<file path="src/rtl/vec_pkg.sv">
// Shared definitions for the vector memory sequencer: state encoding,
// default widths and the index of each address source.
package vec_pkg;

  localparam int ADDR_W_DEF = 16;
  localparam int LEN_W_DEF  = 8;

  // Address sources held by the address generator.
  localparam int NUM_SRC = 3;
  localparam int SRC_A   = 0;
  localparam int SRC_B   = 1;
  localparam int SRC_C   = 2;

  typedef enum logic [2:0] {
    ST_IDLE = 3'd0,
    ST_RD_A = 3'd1,
    ST_RD_B = 3'd2,
    ST_LD_B = 3'd3,
    ST_EXEC = 3'd4,
    ST_WR   = 3'd5,
    ST_DONE = 3'd6
  } state_t;

endpackage

</file>
<file path="src/rtl/vec_mem_sequencer_if.sv">
// Command/status and memory-control bundle between the decode logic,
// the sequencer and the operand/result register datapath.
interface vec_mem_sequencer_if
  import vec_pkg::*;
#(
  parameter int ADDR_W = ADDR_W_DEF,
  parameter int LEN_W  = LEN_W_DEF
) ();

  logic              start;
  logic [ADDR_W-1:0] base_a;
  logic [ADDR_W-1:0] base_b;
  logic [ADDR_W-1:0] base_c;
  logic [LEN_W-1:0]  vlen;

  logic [ADDR_W-1:0] mem_addr;
  logic              mem_we;
  logic              a_we;
  logic              b_we;
  logic              r_we;
  logic [LEN_W-1:0]  elem_idx;
  logic              busy;
  logic              done;

  // Decode side / datapath side.
  modport master (
    output start, base_a, base_b, base_c, vlen,
    input  mem_addr, mem_we, a_we, b_we, r_we, elem_idx, busy, done
  );

  // Sequencer side.
  modport slave (
    input  start, base_a, base_b, base_c, vlen,
    output mem_addr, mem_we, a_we, b_we, r_we, elem_idx, busy, done
  );

endinterface

</file>
<file path="src/rtl/vec_addr_gen.sv">
// Latched base addresses and element index counter; produces the A, B and C
// element addresses (base + index, wrapping modulo 2^ADDR_W).
module vec_addr_gen
  import vec_pkg::*;
#(
  parameter int ADDR_W = ADDR_W_DEF,
  parameter int LEN_W  = LEN_W_DEF
) (
  input  logic              clk,
  input  logic              srst,
  input  logic              load,
  input  logic              inc,
  input  logic              clr,
  input  logic [ADDR_W-1:0] base_a,
  input  logic [ADDR_W-1:0] base_b,
  input  logic [ADDR_W-1:0] base_c,
  input  logic [LEN_W-1:0]  vlen,
  output logic [ADDR_W-1:0] addr_a,
  output logic [ADDR_W-1:0] addr_b,
  output logic [ADDR_W-1:0] addr_c,
  output logic [LEN_W-1:0]  idx,
  output logic              last
);

  logic [ADDR_W-1:0] base_in  [NUM_SRC];
  logic [ADDR_W-1:0] addr_out [NUM_SRC];
  logic [LEN_W-1:0]  idx_reg;
  logic [LEN_W-1:0]  vlen_reg;

  assign base_in[SRC_A] = base_a;
  assign base_in[SRC_B] = base_b;
  assign base_in[SRC_C] = base_c;

  genvar gi;
  generate
    for (gi = 0; gi < NUM_SRC; gi++) begin : g_src
      logic [ADDR_W-1:0] base_reg;

      always_ff @(posedge clk) begin
        if (srst) begin
          base_reg <= '0;
        end else if (load) begin
          base_reg <= base_in[gi];
        end
      end

      assign addr_out[gi] = base_reg + ADDR_W'(idx_reg);
    end
  endgenerate

  // A new command always starts at element 0; clr returns the index to 0
  // on the way back to IDLE.
  always_ff @(posedge clk) begin
    if (srst) begin
      idx_reg  <= '0;
      vlen_reg <= '0;
    end else begin
      if (load) begin
        vlen_reg <= vlen;
      end
      if (clr || load) begin
        idx_reg <= '0;
      end else if (inc) begin
        idx_reg <= idx_reg + LEN_W'(1);
      end
    end
  end

  assign addr_a = addr_out[SRC_A];
  assign addr_b = addr_out[SRC_B];
  assign addr_c = addr_out[SRC_C];
  assign idx    = idx_reg;
  assign last   = (idx_reg == vlen_reg - LEN_W'(1));

endmodule

</file>
<file path="src/rtl/vec_mem_sequencer.sv">
// Per-element loop controller: for each vector element reads A and B from
// data memory, strobes the result register and writes the result back.
module vec_mem_sequencer
  import vec_pkg::*;
#(
  parameter int ADDR_W = ADDR_W_DEF,
  parameter int LEN_W  = LEN_W_DEF
) (
  input logic                clk,
  input logic                rst,
  vec_mem_sequencer_if.slave bus
);

  state_t state_reg;
  state_t state_next;

  logic              load;
  logic              inc;
  logic              clr;
  logic [ADDR_W-1:0] addr_a;
  logic [ADDR_W-1:0] addr_b;
  logic [ADDR_W-1:0] addr_c;
  logic [LEN_W-1:0]  idx;
  logic              last;

  logic [ADDR_W-1:0] mem_addr;
  logic              mem_we;
  logic              a_we;
  logic              b_we;
  logic              r_we;
  logic              done;

  vec_addr_gen #(
    .ADDR_W (ADDR_W),
    .LEN_W  (LEN_W)
  ) u_addr_gen (
    .clk    (clk),
    .srst   (rst),
    .load   (load),
    .inc    (inc),
    .clr    (clr),
    .base_a (bus.base_a),
    .base_b (bus.base_b),
    .base_c (bus.base_c),
    .vlen   (bus.vlen),
    .addr_a (addr_a),
    .addr_b (addr_b),
    .addr_c (addr_c),
    .idx    (idx),
    .last   (last)
  );

  always_ff @(posedge clk) begin
    if (rst) begin
      state_reg <= ST_IDLE;
    end else begin
      state_reg <= state_next;
    end
  end

  // Outputs decode from the registered state only; start merely steers the
  // next state and the base/length capture.
  always_comb begin
    state_next = state_reg;
    load       = 1'b0;
    inc        = 1'b0;
    clr        = 1'b0;
    mem_addr   = '0;
    mem_we     = 1'b0;
    a_we       = 1'b0;
    b_we       = 1'b0;
    r_we       = 1'b0;
    done       = 1'b0;

    unique case (state_reg)
      ST_IDLE: begin
        if (bus.start) begin
          load       = 1'b1;
          state_next = (bus.vlen != '0) ? ST_RD_A : ST_DONE;
        end
      end
      ST_RD_A: begin
        mem_addr   = addr_a;
        state_next = ST_RD_B;
      end
      ST_RD_B: begin
        // A data from the previous cycle's read is on the memory output now.
        mem_addr   = addr_b;
        a_we       = 1'b1;
        state_next = ST_LD_B;
      end
      ST_LD_B: begin
        mem_addr   = addr_b;
        b_we       = 1'b1;
        state_next = ST_EXEC;
      end
      ST_EXEC: begin
        r_we       = 1'b1;
        state_next = ST_WR;
      end
      ST_WR: begin
        mem_addr = addr_c;
        mem_we   = 1'b1;
        if (last) begin
          state_next = ST_DONE;
        end else begin
          inc        = 1'b1;
          state_next = ST_RD_A;
        end
      end
      ST_DONE: begin
        done       = 1'b1;
        clr        = 1'b1;
        state_next = ST_IDLE;
      end
      default: begin
        state_next = ST_IDLE;
      end
    endcase
  end

  assign bus.mem_addr = mem_addr;
  assign bus.mem_we   = mem_we;
  assign bus.a_we     = a_we;
  assign bus.b_we     = b_we;
  assign bus.r_we     = r_we;
  assign bus.done     = done;
  assign bus.busy     = (state_reg != ST_IDLE);
  assign bus.elem_idx = idx;

endmodule

</file>
<file path="src/flat_wrapper.sv">
// flat-port wrapper written by rule: the top's interface ports become plain ports
module vec_mem_sequencer_flat import vec_pkg::*;
#(
  parameter int ADDR_W = ADDR_W_DEF,
  parameter int LEN_W  = LEN_W_DEF
)
  (clk, rst, bus_start, bus_base_a, bus_base_b, bus_base_c, bus_vlen, bus_mem_addr, bus_mem_we, bus_a_we, bus_b_we, bus_r_we, bus_elem_idx, bus_busy, bus_done);
  vec_mem_sequencer_if #(.ADDR_W(ADDR_W), .LEN_W(LEN_W)) bus_i ();
  input logic clk;
  input logic rst;
  input wire logic [$bits(bus_i.start)-1:0] bus_start;
  input wire logic [$bits(bus_i.base_a)-1:0] bus_base_a;
  input wire logic [$bits(bus_i.base_b)-1:0] bus_base_b;
  input wire logic [$bits(bus_i.base_c)-1:0] bus_base_c;
  input wire logic [$bits(bus_i.vlen)-1:0] bus_vlen;
  output wire logic [$bits(bus_i.mem_addr)-1:0] bus_mem_addr;
  output wire logic [$bits(bus_i.mem_we)-1:0] bus_mem_we;
  output wire logic [$bits(bus_i.a_we)-1:0] bus_a_we;
  output wire logic [$bits(bus_i.b_we)-1:0] bus_b_we;
  output wire logic [$bits(bus_i.r_we)-1:0] bus_r_we;
  output wire logic [$bits(bus_i.elem_idx)-1:0] bus_elem_idx;
  output wire logic [$bits(bus_i.busy)-1:0] bus_busy;
  output wire logic [$bits(bus_i.done)-1:0] bus_done;
  assign bus_i.start = bus_start;
  assign bus_i.base_a = bus_base_a;
  assign bus_i.base_b = bus_base_b;
  assign bus_i.base_c = bus_base_c;
  assign bus_i.vlen = bus_vlen;
  assign bus_mem_addr = bus_i.mem_addr;
  assign bus_mem_we = bus_i.mem_we;
  assign bus_a_we = bus_i.a_we;
  assign bus_b_we = bus_i.b_we;
  assign bus_r_we = bus_i.r_we;
  assign bus_elem_idx = bus_i.elem_idx;
  assign bus_busy = bus_i.busy;
  assign bus_done = bus_i.done;
  vec_mem_sequencer #(.ADDR_W(ADDR_W), .LEN_W(LEN_W)) u_core (.clk(clk), .rst(rst), .bus(bus_i));
endmodule
</file>
<file path="config.mk">
export PLATFORM = sky130hd
export DESIGN_NAME = vec_mem_sequencer_flat
export DESIGN_NICKNAME = d
export VERILOG_FILES = /design/src/rtl/vec_pkg.sv /design/src/rtl/vec_mem_sequencer_if.sv /design/src/rtl/vec_addr_gen.sv /design/src/rtl/vec_mem_sequencer.sv /design/src/flat_wrapper.sv
export SDC_FILE = /design/constraint.sdc
export NUM_CORES = 1
export LEC_CHECK = 0
export ABC_AREA = 0
export BUFFER_PORTS_ARGS = -buffer_cell sky130_fd_sc_hd__buf_2
export CAP_MARGIN = 20
export CORE_MARGIN = 5
export CORE_UTILIZATION = 40
export CTS_BUF_LIST = sky130_fd_sc_hd__clkbuf_4
export DETAILED_ROUTE_END_ITERATION = 7
export GPL_ROUTABILITY_DRIVEN = 0
export GPL_TIMING_DRIVEN = 0
export SLEW_MARGIN = 5
export SYNTH_ARGS = -nofsm -noshare
export SYNTH_HDL_FRONTEND = slang
export SYNTH_SLANG_ARGS = --single-unit
</file>
<file path="constraint.sdc">
create_clock -name clk -period 5.4 [get_ports clk]
set_input_delay 0.54 -clock clk [delete_from_list [all_inputs] [get_ports clk]]
set_output_delay 0.54 -clock clk [all_outputs]
set_load 0.1 [all_outputs]
</file>
======== Word level (Yosys, flattened, before mapping) ========
Cells that the tools add are included.
storage, ports and cells
  flip-flop bits (word level) ............. 67
  bits of input ports ..................... 59
  output and inout bits ................... 30
  word-level logic and storage cells ...... 39
operators by class
  add/subtract/negate cells ............... 5
  equal/unequal tests ..................... 8
  mux-type cells .......................... 14
  reduce and logical (&&, ||, !) cells .... 6
operators by type and width
  operator                                          number
  adder 16 x 8 -> 16 bit                            3
  one-hot mux 16 bit (3 select lines)               1
  one-hot mux 3 bit (6 select lines)                1
  == test 3 bit, second input constant              3
  two-way mux 1 bit                                 9
  two-way mux 3 bit                                 3
  adder 8 x 1 -> 8 bit, second input constant       1
  == test 8 bit                                     1
  nonzero test 8 bit                                1
  subtractor 8 x 1 -> 8 bit, second input constant  1
  == test 3 x 2 -> 1 bit, second input constant     2
  OR reduction 2 bit                                2
  == test 3 x 1 -> 1 bit, second input constant     1
  logical NOT 3 bit                                 1
  nonzero test 3 bit                                1
  != test 2 bit, second input constant              1
  logical OR 1 bit                                  1

======== Longest topological paths before layout ========
Gate-level depths: netlist of run 1.
  depth after elaboration ................. 4
  gate-level depth with buffers ........... 15
  mapped depth without buffers ............ 12

======== Hierarchy ========
A second synthesis of run 1 with hierarchy kept.
unflattened totals
  cell total of the unflattened synthesis .. 681
  area total of the unflattened synthesis .. 5424.0 um^2
modules (own cells, without submodules)
  module             times used  cells an instance  area each (um^2)  seq. area each (um^2)
  vec_addr_gen       1           591                4813.4            1281.2
  vec_mem_sequencer  1           90                 610.6             60.1

======== Worst setup path after synthesis of run 1 ========
OpenSTA, ideal clock, no wires.
  path kind ............................... reg-to-output
  from .................................... reg u_core.state_reg[2]
  to ...................................... out bus_mem_addr[13]
  arrival time ............................ 4.942 ns
  required time ........................... 4.860 ns
  path slack .............................. -0.082 ns
  stages on the path, launching flop included .. 14
  path buffers ............................ 3
  cells stage by stage .................... dfxtp_1 > clkbuf_1 > buf_1 > clkbuf_1 > mux2_2 > nand2_1 > o21ai_0 > ha_1 > nand3_1 > o22ai_1 > o2111ai_1 > a21boi_1 > a31oi_1 > nor3_1
between the ends
  longest elaborated chain between the ends .. 3
  elaborated cells between the ends (all ways) .. 6
  those cells by class .................... eq/ne (4); mux (1); reduce/logical (1)
RTL lines
  item                                     line                     text
  from (decl)                              vec_mem_sequencer.sv:14  state_t state_reg;
  from (signal assigned)                   vec_mem_sequencer.sv:57  state_reg <= state_next;
  == test 3 x 2 -> 1 bit                   vec_mem_sequencer.sv:75  unique case (state_reg)
  OR reduction 2 bit (no source line)      -
  one-hot mux 16 bit (3 select lines) (*)  vec_mem_sequencer.sv:75
  to (decl)                                flat_wrapper.sv:16       output wire logic [$bits(bus_i.mem_addr)-1:0] bus_mem_addr;
Every way passes the cells marked *; elsewhere a longest branch is shown, timed or not.

======== Worst setup path in the final report of run 1 ========
  from .................................... reg u_core.state_reg[2]
  to ...................................... out bus_mem_addr[14]
The elaborated chain is that of the path after synthesis.

==> results.py, run 1 <==
metrics = {
    "yosys": {
        "synth_top_area_cell": "dfxtp_1",
        "synth_cell_types": 51,
        "synthTopCellsByArea": "dfxtp_1, nand2_1, a21oi_1",
        "synth.cell_area_um2": 3860,
        "async_flop_share_pct": 0,
        "synth_top_family_by_area": "simple AND/OR/NAND/NOR gates",
        "yosys_warnings": 0,
        "ys.flop_type": "dfxtp_1",
        "avgSynthCellArea_um2": 7.44,
        "synth-compound-area-share_pct": 19.3,
        "synth_cells": 519,
        "synth-adder-area-share_pct": 4.41,
        "synth_top_area_share_pct": 34.7,
        "synthXorXnorAreaFrac_pct": 4.31,
        "synth_edf_count": 0,
        "synth-simple-area-share_pct": 24.2,
        "muxShareOfSynthArea_pct": 8.55,
        "yosysSeqAreaShare_pct": 34.7,
        "synth_fp_nets": 591,
        "synth-seq-cells": 67,
    },
    "die": {
        "core_region_area_um2": 9330,
        "fp-row-count": 35,
        "fp.dieArea_um2": 11700,
        "start_util_pct": 41.4,
        "die_h_um": 108,
        "die_w_um": 108,
        "io-pin-count": 89,
    },
    "worst_setup_path": {
        "regToRegStartpoint": "u_core.state_reg[2]",
        "r2r_end": "u_core.u_addr_gen.g_src[1].base_reg[1]",
        "arrival_ns": 4.41,
        "reg2regPathDepth": 8,
        "cp.required_ns": 4.86,
        "path_cells": "clkbuf_1, clkbuf_2, nand2_2, mux2i_1, o21ai_0, ha_1, inv_1, fa_1, nand3b_1, a21oi_1, o211a_1, o21ai_1, or3_1, a21oi_1, clkbuf_4",
        "cp-end-kind": "primary output",
        "critPathLaunchType": "register",
        "cp_max_fo": 10,
        "worst_path_max_delay_cell": "fa_1",
        "max_stage_delay_ns": 0.40,
        "crit_type": "register to primary output",
        "crit_top_cell": "a21oi_1",
        "r2r_slack_ns": 2.88,
    },
    "pwr": {
        "total_power_mw": 1.23,
        "p_per_area_nw_per_um2": 265,
        "switchingPower_uw": 420,
        "p_seq_share_pct": 45.0,
        "combinationalPowerShare_pct": 24.7,
        "internal_power_uw": 813,
        "ir_worst_vdd_v": 0.000145,
        "p_leak_nw": 2.02,
        "p_clk_share_pct": 30.3,
        "swShare_pct": 34.1,
    },
    "finish": {
        "insertedDiodeCount": 0,
        "largest_reg_flops": 48,
        "nNetsFinal": 690,
        "fin_area_um2": 4650,
        "instances_no_fill": 752,
        "drive_gt1_share_pct": 21.8,
        "final_cell_mix": "nand2_1, buf_2, a21oi_1",
        "final_common_cell": "nand2_1",
        "final_core_util_pct": 49.8,
        "syn2layout_area_growth_pct": 20.3,
    },
    "drt": {
        "vias": 3795,
        "post_drt_wl_per_cell_um": 14.2,
        "drt_iter0_markers": 189,
        "ant_nets": 0,
        "drc": 0,
        "routed_wl_um": 10600,
        "drt-vias-per-instance": 5.05,
        "firstDrtPassIters": 5,
    },
    "global_routing": {
        "grt_pass1_vias": 3623,
        "use_met3_pct": 4.06,
        "grt_max_degree": 13,
        "gr-total-overflow": 0,
        "grt_usage_pct": 18.7,
        "grtUsageMet1_pct": 26.5,
        "grt_pass1_wl_um": 17300,
        "grtUsageMet2_pct": 29.2,
        "antenna_found_initial": 0,
        "top_usage_layer": "met2",
    },
    "sta": {
        "final_max_slew_viol_count": 0,
        "rsz0062_at_grt": "no",
        "finalSetupViolCount": 0,
        "worstMarginPinSlew_ns": 0.741,
        "period_share_pct": 91.7,
        "hold_viol": 0,
        "min_period_ns": 4.95,
        "fin_tns_setup_ns": 0,
        "slew_headroom_pct": 50.0,
        "max_freq_ghz": 0.202,
        "finClkSkew_ns": 0.0175,
    },
    "placed_design": {
        "dpl_cell_area_um2": 4470,
        "port_buffers": 88,
        "place_hpwl_um": 8410,
        "dp.cells": 736,
    },
    "cts": {
        "postCtsSetupBuffers": 0,
        "cts_made_buffers": 9,
        "root_buffer": "clkbuf_4",
        "clockBufferDepth": 2,
        "clkTransAtPathRegs_ns": 0.12,
        "cts_tree": "done",
        "h-tree-depth": 3,
        "clock-sinks": 67,
        "insertion_delay_ns": 0.41,
    },
    "worst_hold_path": {
        "holdPathStages": 3,
        "hp-class": "input port to register",
        "hp-start": "bus_base_c[12]",
        "hold_end": "u_core.u_addr_gen.g_src[2].base_reg[12]",
    },
    "run_status": {
        "status": "finished clean",
    },
    "run": {
        "drv_cap": 0,
    },
}
[logic make-up after synthesis]
| group | Yosys count |
|---|---|
| xor gates and xnor gates | 19 |
| AOI/OAI and AO/OA | 128 |
| muxes | 31 |
| DFF | 67 |
| and+or+nand+nor | 216 |
| buffers and inverters | 45 |
| adders and majority gates | 13 |
[how the worst max path moves through the flow]
stage / slack [ns] / startpoint / cells past startpoint / to
3_3_place_gp: 0.51 / u_core.state_reg[2] / 15 / bus_mem_addr[14]
6_report: 0.45 / u_core.state_reg[2] / 15 / bus_mem_addr[14]
2_1_floorplan: 0.01 / u_core.state_reg[2] / 13 / bus_mem_addr[7]
5_1_grt: 0.08 / u_core.state_reg[1] / 16 / bus_mem_addr[14]
3_5_place_dp: 0.44 / u_core.state_reg[2] / 15 / bus_mem_addr[14]
4_1_cts: 0.004 / u_core.state_reg[1] / 16 / bus_mem_addr[14]
[metrics by stage]
step	hold slack (ns)	setup slack, ns
after detailed placement	0.451	0.439
after global placement	0.448	0.507
final	0.350	0.449
after CTS	0.323	0.00390
after global routing	0.329	0.0771
after floorplan	0.434	0.0101
[final cells by class]
cell class | instances | area [um^2]
flip-flops and latches | 67 | 1340
inverters | 12 | 45.0
repair buffers | 88 | 443
fillers | 994 | 4680
multi-input cells | 407 | 2360
well taps | 129 | 161
clock inverters | 7 | 92.6
clock buffers | 9 | 67.6
plain buffers | 33 | 133
[power by group through the flow]
stage	logic [mW]	clock network, mW	registers (mW)
floorplan	0.228	0	0.556
global placement	0.298	0	0.565
detailed placement	0.303	0	0.566
CTS	0.304	0.385	0.555
global route	0.337	0.407	0.560
finish	0.304	0.374	0.555
[metal layers]
layer	part of all wire [%]	up-vias
met3	5.9	10
met1	49	1699
li1	-	1984
met2	44	102
met5	0	-
met4	0.91	0
[timing repair]
item / 4_1_cts / 5_1_grt
hold buffers: 0 / 0
endpoints found under the setup margin: 1 / 7
pin swaps: 0 / 0
gates resized for setup: 1 / 11
[worst max-delay path: cells and delay by family, from the launching register on]
| kind | cells | cell delay (ns) |
|---|---|---|
| simple gates | 3 | 0.83 |
| compound gates | 5 | 1.04 |
| mux | 1 | 0.18 |
| flops | 1 | 0.32 |
| buf+inv | 4 | 0.99 |
| fa+ha+maj | 2 | 0.65 |
[synth_stat cells (all sizes together) (3+ instances only)]
library cell,number
mux2,16
nand2b,3
buf,7
a21o,4
clkbuf,26
xnor2,10
nor2,26
and2,6
a211o,3
nor3,8
o21a,4
or4,4
xor2,9
ha,12
nand3b,3
nand2,142
o21ai,20
or3,3
a21oi,78
dfxtp,67
inv,12
mux2i,15
nand3,7
Note: power is estimated with default switching activity, not from simulation.
==> inputs of run 2 (changes only) <==
--- a/config.mk
+++ b/config.mk
@@ -9,11 +9,11 @@
 export BUFFER_PORTS_ARGS = -buffer_cell sky130_fd_sc_hd__buf_2
 export CAP_MARGIN = 20
 export CORE_MARGIN = 5
-export CORE_UTILIZATION = 40
-export CTS_BUF_LIST = sky130_fd_sc_hd__clkbuf_4
+export CORE_UTILIZATION = 59
 export DETAILED_ROUTE_END_ITERATION = 7
 export GPL_ROUTABILITY_DRIVEN = 0
 export GPL_TIMING_DRIVEN = 0
+export PLACE_DENSITY = 0.86
 export SLEW_MARGIN = 5
 export SYNTH_ARGS = -nofsm -noshare
 export SYNTH_HDL_FRONTEND = slang
==> results.py, run 2 (synthesized netlist as in run 1, its figures left out) <==
metrics = {
    "run_status": {
        "status": "finished clean",
    },
    "drt": {
        "routed_wl_um": 10500,
        "met1_length_um": 4480,
        "vias": 3982,
        "topRoutingLayerUsed": "met4",
        "post_drt_wl_per_cell_um": 15.0,
        "drt-vias-per-instance": 5.69,
        "drt_iter0_markers": 399,
        "ant_nets": 0,
        "firstDrtPassIters": 5,
        "dr_wl_met3_um": 854,
        "wl_met2_um": 4940,
        "drc": 0,
    },
    "sta": {
        "hold_viol": 0,
        "max_freq_ghz": 0.195,
        "period_share_pct": 95.0,
        "finClkSkew_ns": 0.00873,
        "finalSetupViolCount": 0,
        "setup_ws_ns": 0.269,
        "slew_headroom_pct": 44.8,
        "fin_tns_setup_ns": 0,
        "final_max_slew_viol_count": 0,
        "rsz0062_at_grt": "no",
        "min_period_ns": 5.13,
        "worstMarginPinSlew_ns": 0.819,
    },
    "cts": {
        "root_buffer": "clkbuf_8",
        "clkTransAtPathRegs_ns": 0.07,
        "cts_made_buffers": 9,
        "insertion_delay_ns": 0.35,
        "postCtsSetupBuffers": 0,
        "clockBufferDepth": 2,
        "cts_resized": 0,
        "hold_buffers": 0,
        "clock-sinks": 67,
        "cts_tree": "done",
        "h-tree-depth": 3,
    },
    "global_routing": {
        "grt_max_degree": 13,
        "antenna_found_initial": 0,
        "grt_usage_pct": 25.6,
        "grt_pass1_wl_um": 17400,
        "gr-total-overflow": 0,
        "grt_pass1_vias": 3793,
    },
    "finish": {
        "nNetsFinal": 690,
        "final_core_util_pct": 73.5,
        "fillers": 514,
        "drive_gt1_share_pct": 21.0,
        "largest_reg_flops": 48,
        "syn2layout_area_growth_pct": 20.8,
        "insertedDiodeCount": 0,
        "final_cell_mix": "nand2_1, buf_2, a21oi_1",
        "final_common_cell": "nand2_1",
    },
    "placed_design": {
        "port_buffers": 88,
        "dp_slack_ns": 0.500,
        "place_hpwl_um": 8060,
    },
    "die": {
        "start_util_pct": 60.8,
        "fp-row-count": 29,
        "fp.dieArea_um2": 8260,
        "io-pin-count": 89,
        "die_w_um": 90.9,
        "die_h_um": 90.9,
        "core_region_area_um2": 6350,
    },
    "pwr": {
        "p_per_area_nw_per_um2": 296,
        "total_power_mw": 1.38,
        "p_leak_nw": 2.05,
        "internal_power_uw": 945,
        "p_clk_share_pct": 37.7,
        "ir_worst_vdd_v": 0.000188,
        "combinationalPowerShare_pct": 22.2,
        "swShare_pct": 31.5,
        "p_seq_share_pct": 40.1,
        "switchingPower_uw": 436,
    },
    "worst_setup_path": {
        "crit_type": "register to primary output",
        "cp-end-kind": "primary output",
        "critPathLaunchType": "register",
        "path_cells": "clkbuf_1, clkbuf_1, clkbuf_1, clkbuf_1, nand2_1, o21ai_0, inv_1, fa_1, nand3b_1, a21oi_1, o211a_1, o211ai_1, or2_2, a21oi_1, buf_2",
        "cp_max_fo": 10,
        "worst_path_max_delay_cell": "fa_1",
        "regToRegStartpoint": "u_core.state_reg[2]",
        "arrival_ns": 4.59,
        "max_stage_delay_ns": 0.45,
        "cp.required_ns": 4.86,
        "crit_top_cell": "clkbuf_1",
        "crit_start": "u_core.state_reg[1]",
    },
    "worst_hold_path": {
        "hp-class": "input port to register",
        "hp-start": "bus_base_a[11]",
    },
    "run": {
        "drv_cap": 0,
    },
}
==> run 2: area by class of cell <==
class                      instances  area, um^2  area share [%]
clock buffer                      10         138            2.95
timing repair buffer              88         445            9.55
inverter                          12        45.0           0.965
multi-input combinational        407        2360            50.6
sequential                        67        1340            28.7
buffer                            33         128            2.74
clock inverter                     6         113            2.41
tap                               77        96.3            2.06
==> run 2: power groups by stage <==
stage / Combinational, mW / Sequential [mW] / Clock (mW)
after CTS: 0.302 / 0.553 / 0.524
after detailed placement: 0.300 / 0.565 / 0
after floorplan: 0.228 / 0.556 / 0
after global placement: 0.292 / 0.563 / 0
final: 0.307 / 0.554 / 0.520
after global routing: 0.336 / 0.558 / 0.549
==> run 2: critical path, delay by kind of cell (launching register included) <==
| kind | cells | cell delay, ns |
|---|---|---|
| buf+inv | 6 | 2.01 |
| compound gates | 5 | 0.88 |
| simple gates | 3 | 0.60 |
| fa+ha+maj | 1 | 0.45 |
| flops | 1 | 0.31 |
==> run 2: final timing paths <==
| kind | end | slack, ns | cells after the start |
|---|---|---|---|
| setup / recovery | bus_mem_addr[12] | 0.27 | 15 |
| hold / removal | u_core.u_addr_gen.g_src[0].base_reg[11] | 0.42 | 3 |
| setup reg to reg | u_core.u_addr_gen.g_src[1].base_reg[1] | 2.88 | 8 |
| hold reg to reg | u_core.u_addr_gen.g_src[2].base_reg[6] | 0.46 | 2 |
==> run 2: metrics by stage <==
step,hold slack [ns],instance area [um^2],cells
finish,0.419,4670,700
detailed placement,0.447,4410,684
global placement,0.445,4410,684
global route,0.422,4670,700
floorplan,0.434,3870,519
CTS,0.418,4660,700
==> run 2: metal layers <==
| layer | global-route usage (%) | vias to the layer above |
|---|---|---|
| met4 | 8.80 | 0 |
| met3 | 5.17 | 28 |
| li1 | - | 1983 |
| met1 | 32.9 | 1803 |
| met5 | 0 | - |
| met2 | 42.6 | 168 |
==> inputs of run 3 (changes only) <==
--- a/config.mk
+++ b/config.mk
@@ -5,15 +5,16 @@
 export SDC_FILE = /design/constraint.sdc
 export NUM_CORES = 1
 export LEC_CHECK = 0
-export ABC_AREA = 0
+export ABC_AREA = 1
+export ABC_CLOCK_PERIOD_IN_PS = 5400
 export BUFFER_PORTS_ARGS = -buffer_cell sky130_fd_sc_hd__buf_2
 export CAP_MARGIN = 20
 export CORE_MARGIN = 5
-export CORE_UTILIZATION = 59
+export CORE_UTILIZATION = 58
 export DETAILED_ROUTE_END_ITERATION = 7
 export GPL_ROUTABILITY_DRIVEN = 0
 export GPL_TIMING_DRIVEN = 0
-export PLACE_DENSITY = 0.86
+export PLACE_DENSITY = 0.85
 export SLEW_MARGIN = 5
 export SYNTH_ARGS = -nofsm -noshare
 export SYNTH_HDL_FRONTEND = slang
==> results.py, run 3 <==
metrics = {
    "run_status": {
        "status": "finished clean",
    },
    "yosys": {
        "synth-seq-cells": 67,
        "synth_most_common_cell": "nand2_1",
        "synth_edf_count": 0,
        "avgSynthCellArea_um2": 6.87,
        "yosysSeqAreaShare_pct": 35.3,
        "async_flop_share_pct": 0,
        "synth.cell_area_um2": 3800,
        "synth_fp_nets": 625,
        "synth_top_area_cell": "dfxtp_1",
        "synth_cell_types": 41,
        "synthTopCellsByArea": "dfxtp_1, nand2_1, o21ai_0",
        "yosys_warnings": 0,
        "synth_common_cells": "nand2_1, nor2_1, dfxtp_1, inv_1, o21ai_0",
        "synth_top_area_share_pct": 35.3,
        "synth_cells": 553,
        "ys.flop_type": "dfxtp_1",
    },
    "sta": {
        "min_period_ns": 4.38,
        "fin_tns_setup_ns": 0,
        "slew_headroom_pct": 62.6,
        "finClkSkew_ns": 0.00908,
        "hold_viol": 0,
        "final_max_slew_viol_count": 0,
        "setup_ws_ns": 1.02,
        "period_share_pct": 81.2,
        "finalSetupViolCount": 0,
        "worstMarginPinSlew_ns": 0.561,
        "rsz0062_at_grt": "no",
        "max_freq_ghz": 0.228,
    },
    "cts": {
        "insertion_delay_ns": 0.35,
        "hold_buffers": 0,
        "clkTransAtPathRegs_ns": 0.07,
        "root_buffer": "clkbuf_8",
        "cts_made_buffers": 9,
        "cts_resized": 0,
        "h-tree-depth": 3,
        "clock-sinks": 67,
        "cts_tree": "done",
        "postCtsSetupBuffers": 0,
        "clockBufferDepth": 2,
    },
    "die": {
        "core_region_area_um2": 6350,
        "io-pin-count": 89,
        "start_util_pct": 59.9,
        "fp-row-count": 29,
        "fp.dieArea_um2": 8270,
        "die_h_um": 91.0,
        "die_w_um": 91.0,
    },
    "worst_setup_path": {
        "cp_max_fo": 10,
        "path_depth": 18,
        "arrival_ns": 3.84,
        "path_cells": "inv_2, nand3_4, buf_1, o22ai_1, a21oi_1, inv_1, ha_1, nand3_1, nand2_1, inv_1, o21ai_0, nand2_1, nand2_1, nand3_1, nand2_1, nand2_1, nor2_1, buf_2",
        "r2r_end": "u_core.u_addr_gen.idx[7]",
        "reg2regPathDepth": 14,
        "crit_end": "bus_mem_addr[15]",
        "critPathLaunchType": "register",
        "cp-end-kind": "primary output",
        "max_stage_delay_ns": 0.46,
        "worst_path_max_delay_cell": "dfxtp_1",
        "r2r_slack_ns": 3.34,
        "critPathTopFamily": "buffers and inverters",
        "crit_type": "register to primary output",
        "cp.required_ns": 4.86,
        "crit_top_cell": "nand2_1",
        "crit_start": "u_core.state_reg[1]",
        "regToRegStartpoint": "u_core.u_addr_gen.vlen_reg[0]",
        "path_buf_inv": 5,
    },
    "global_routing": {
        "grt_pass1_vias": 3924,
        "grt_pass1_wl_um": 18000,
        "gr-total-overflow": 0,
        "antenna_found_initial": 0,
        "grt_max_degree": 11,
        "grt_usage_pct": 26.3,
    },
    "finish": {
        "nNetsFinal": 724,
        "final_cell_mix": "buf_2, nand2_1, nor2_1",
        "syn2layout_area_growth_pct": 18.8,
        "largest_reg_flops": 48,
        "insertedDiodeCount": 0,
        "drive_gt1_share_pct": 21.3,
        "fin_area_um2": 4520,
        "instances_no_fill": 733,
    },
    "pwr": {
        "ir_worst_vdd_v": 0.000201,
        "p_per_area_nw_per_um2": 327,
        "p_leak_nw": 2.12,
        "total_power_mw": 1.48,
    },
    "run": {
        "drv_cap": 0,
    },
    "placed_design": {
        "dp.cells": 718,
        "dp_slack_ns": 1.46,
        "dpl_cell_area_um2": 4340,
        "port_buffers": 88,
        "place_hpwl_um": 8340,
    },
    "drt": {
        "routed_wl_um": 11000,
        "drt-vias-per-instance": 5.54,
        "ant_nets": 0,
        "post_drt_wl_per_cell_um": 15.0,
        "drc": 0,
        "vias": 4062,
        "firstDrtPassIters": 5,
        "drt_iter0_markers": 306,
    },
    "worst_hold_path": {
        "hp-class": "input port to register",
    },
}
run 3: cell types whose count changed after synthesis, sizes merged, moves of 8 or more:
cell | previous run | this run
nand3 | 7 | 30
o21ai | 20 | 64
mux2i | 15 | 0
o221ai | 0 | 8
nand2 | 142 | 99
a21oi | 78 | 59
inv | 12 | 73
mux2 | 16 | 0
clkbuf | 26 | 18
nor2 | 26 | 82
run 3: kinds of logic (layout without fill, tap and decap cells):
family	after synthesis	in the layout	synth area share (%)
adder cells (fa/ha/maj)	13	13	4.48
flip-flops	67	67	35.3
AND/OR/NAND/NOR	223	223	26.8
AO/OA/AOI/OAI	145	145	21.4
XOR/XNOR	10	10	2.30
buffers and inverters	95	198	9.78
run 3: worst min path at each step:
| stage | from | end | slack, ns | cells after the start |
|---|---|---|---|---|
| 2_1_floorplan | u_core.u_addr_gen.g_src[1].base_reg[3] | u_core.u_addr_gen.g_src[1].base_reg[3] | 0.43 | 2 |
| 4_1_cts | bus_base_b[13] | u_core.u_addr_gen.g_src[1].base_reg[13] | 0.41 | 3 |
| 5_1_grt | bus_base_b[9] | u_core.u_addr_gen.g_src[1].base_reg[9] | 0.41 | 3 |
| 6_report | bus_base_a[4] | u_core.u_addr_gen.g_src[0].base_reg[4] | 0.41 | 3 |
| 3_3_place_gp | u_core.u_addr_gen.g_src[2].base_reg[10] | u_core.u_addr_gen.g_src[2].base_reg[10] | 0.44 | 2 |
| 3_5_place_dp | u_core.u_addr_gen.g_src[1].base_reg[1] | u_core.u_addr_gen.g_src[1].base_reg[1] | 0.45 | 2 |
run 3: power breakdown:
group	internal [mW]	leakage [nW]	switching, mW
Clock	0.201	0.0953	0.194
Sequential	0.555	0.553	0.0331
Combinational	0.134	1.47	0.362
Total	0.890	2.12	0.589
run 3: stage by stage:
step,util (%),hold WS (ns)
2_1_floorplan,-,0.429
3_3_place_gp,68.3,0.440
3_5_place_dp,68.3,0.449
4_1_cts,71.1,0.410
5_1_grt,71.1,0.414
6_report,71.1,0.410
run 3: layout make-up:
class | count | area [um^2]
flip-flops and latches | 67 | 1340
fillers | 513 | 1830
inverters | 73 | 279
clock inverters | 2 | 10.0
plain buffers | 22 | 92.6
multi-input cells | 391 | 2090
clock buffers | 13 | 169
repair buffers | 88 | 440
well taps | 77 | 96.3
run 3: worst register-to-register path, stage by stage, from the launching register on:
cell and delay [ns]:
dfxtp_1 0.31, inv_1 0.17, ha_1 0.33, inv_1 0.09
nand2_1 0.07, nand3_1 0.06, nand2_1 0.08, nand2_1 0.05
nor2_1 0.12, nand2_1 0.10, nor2_4 0.12, nand2_4 0.12
nand2_4 0.16, nand2_1 0.08, a21oi_1 0.14
run 3: layer usage:
layer  up-vias  share of wire [%]  global-route usage [%]
met5         -                  0                       0
met4         0                2.6                    9.78
met3        26                7.4                    5.87
met2       177                 47                    43.8
met1      1855                 43                    33.3
li1       2004                  -                       -
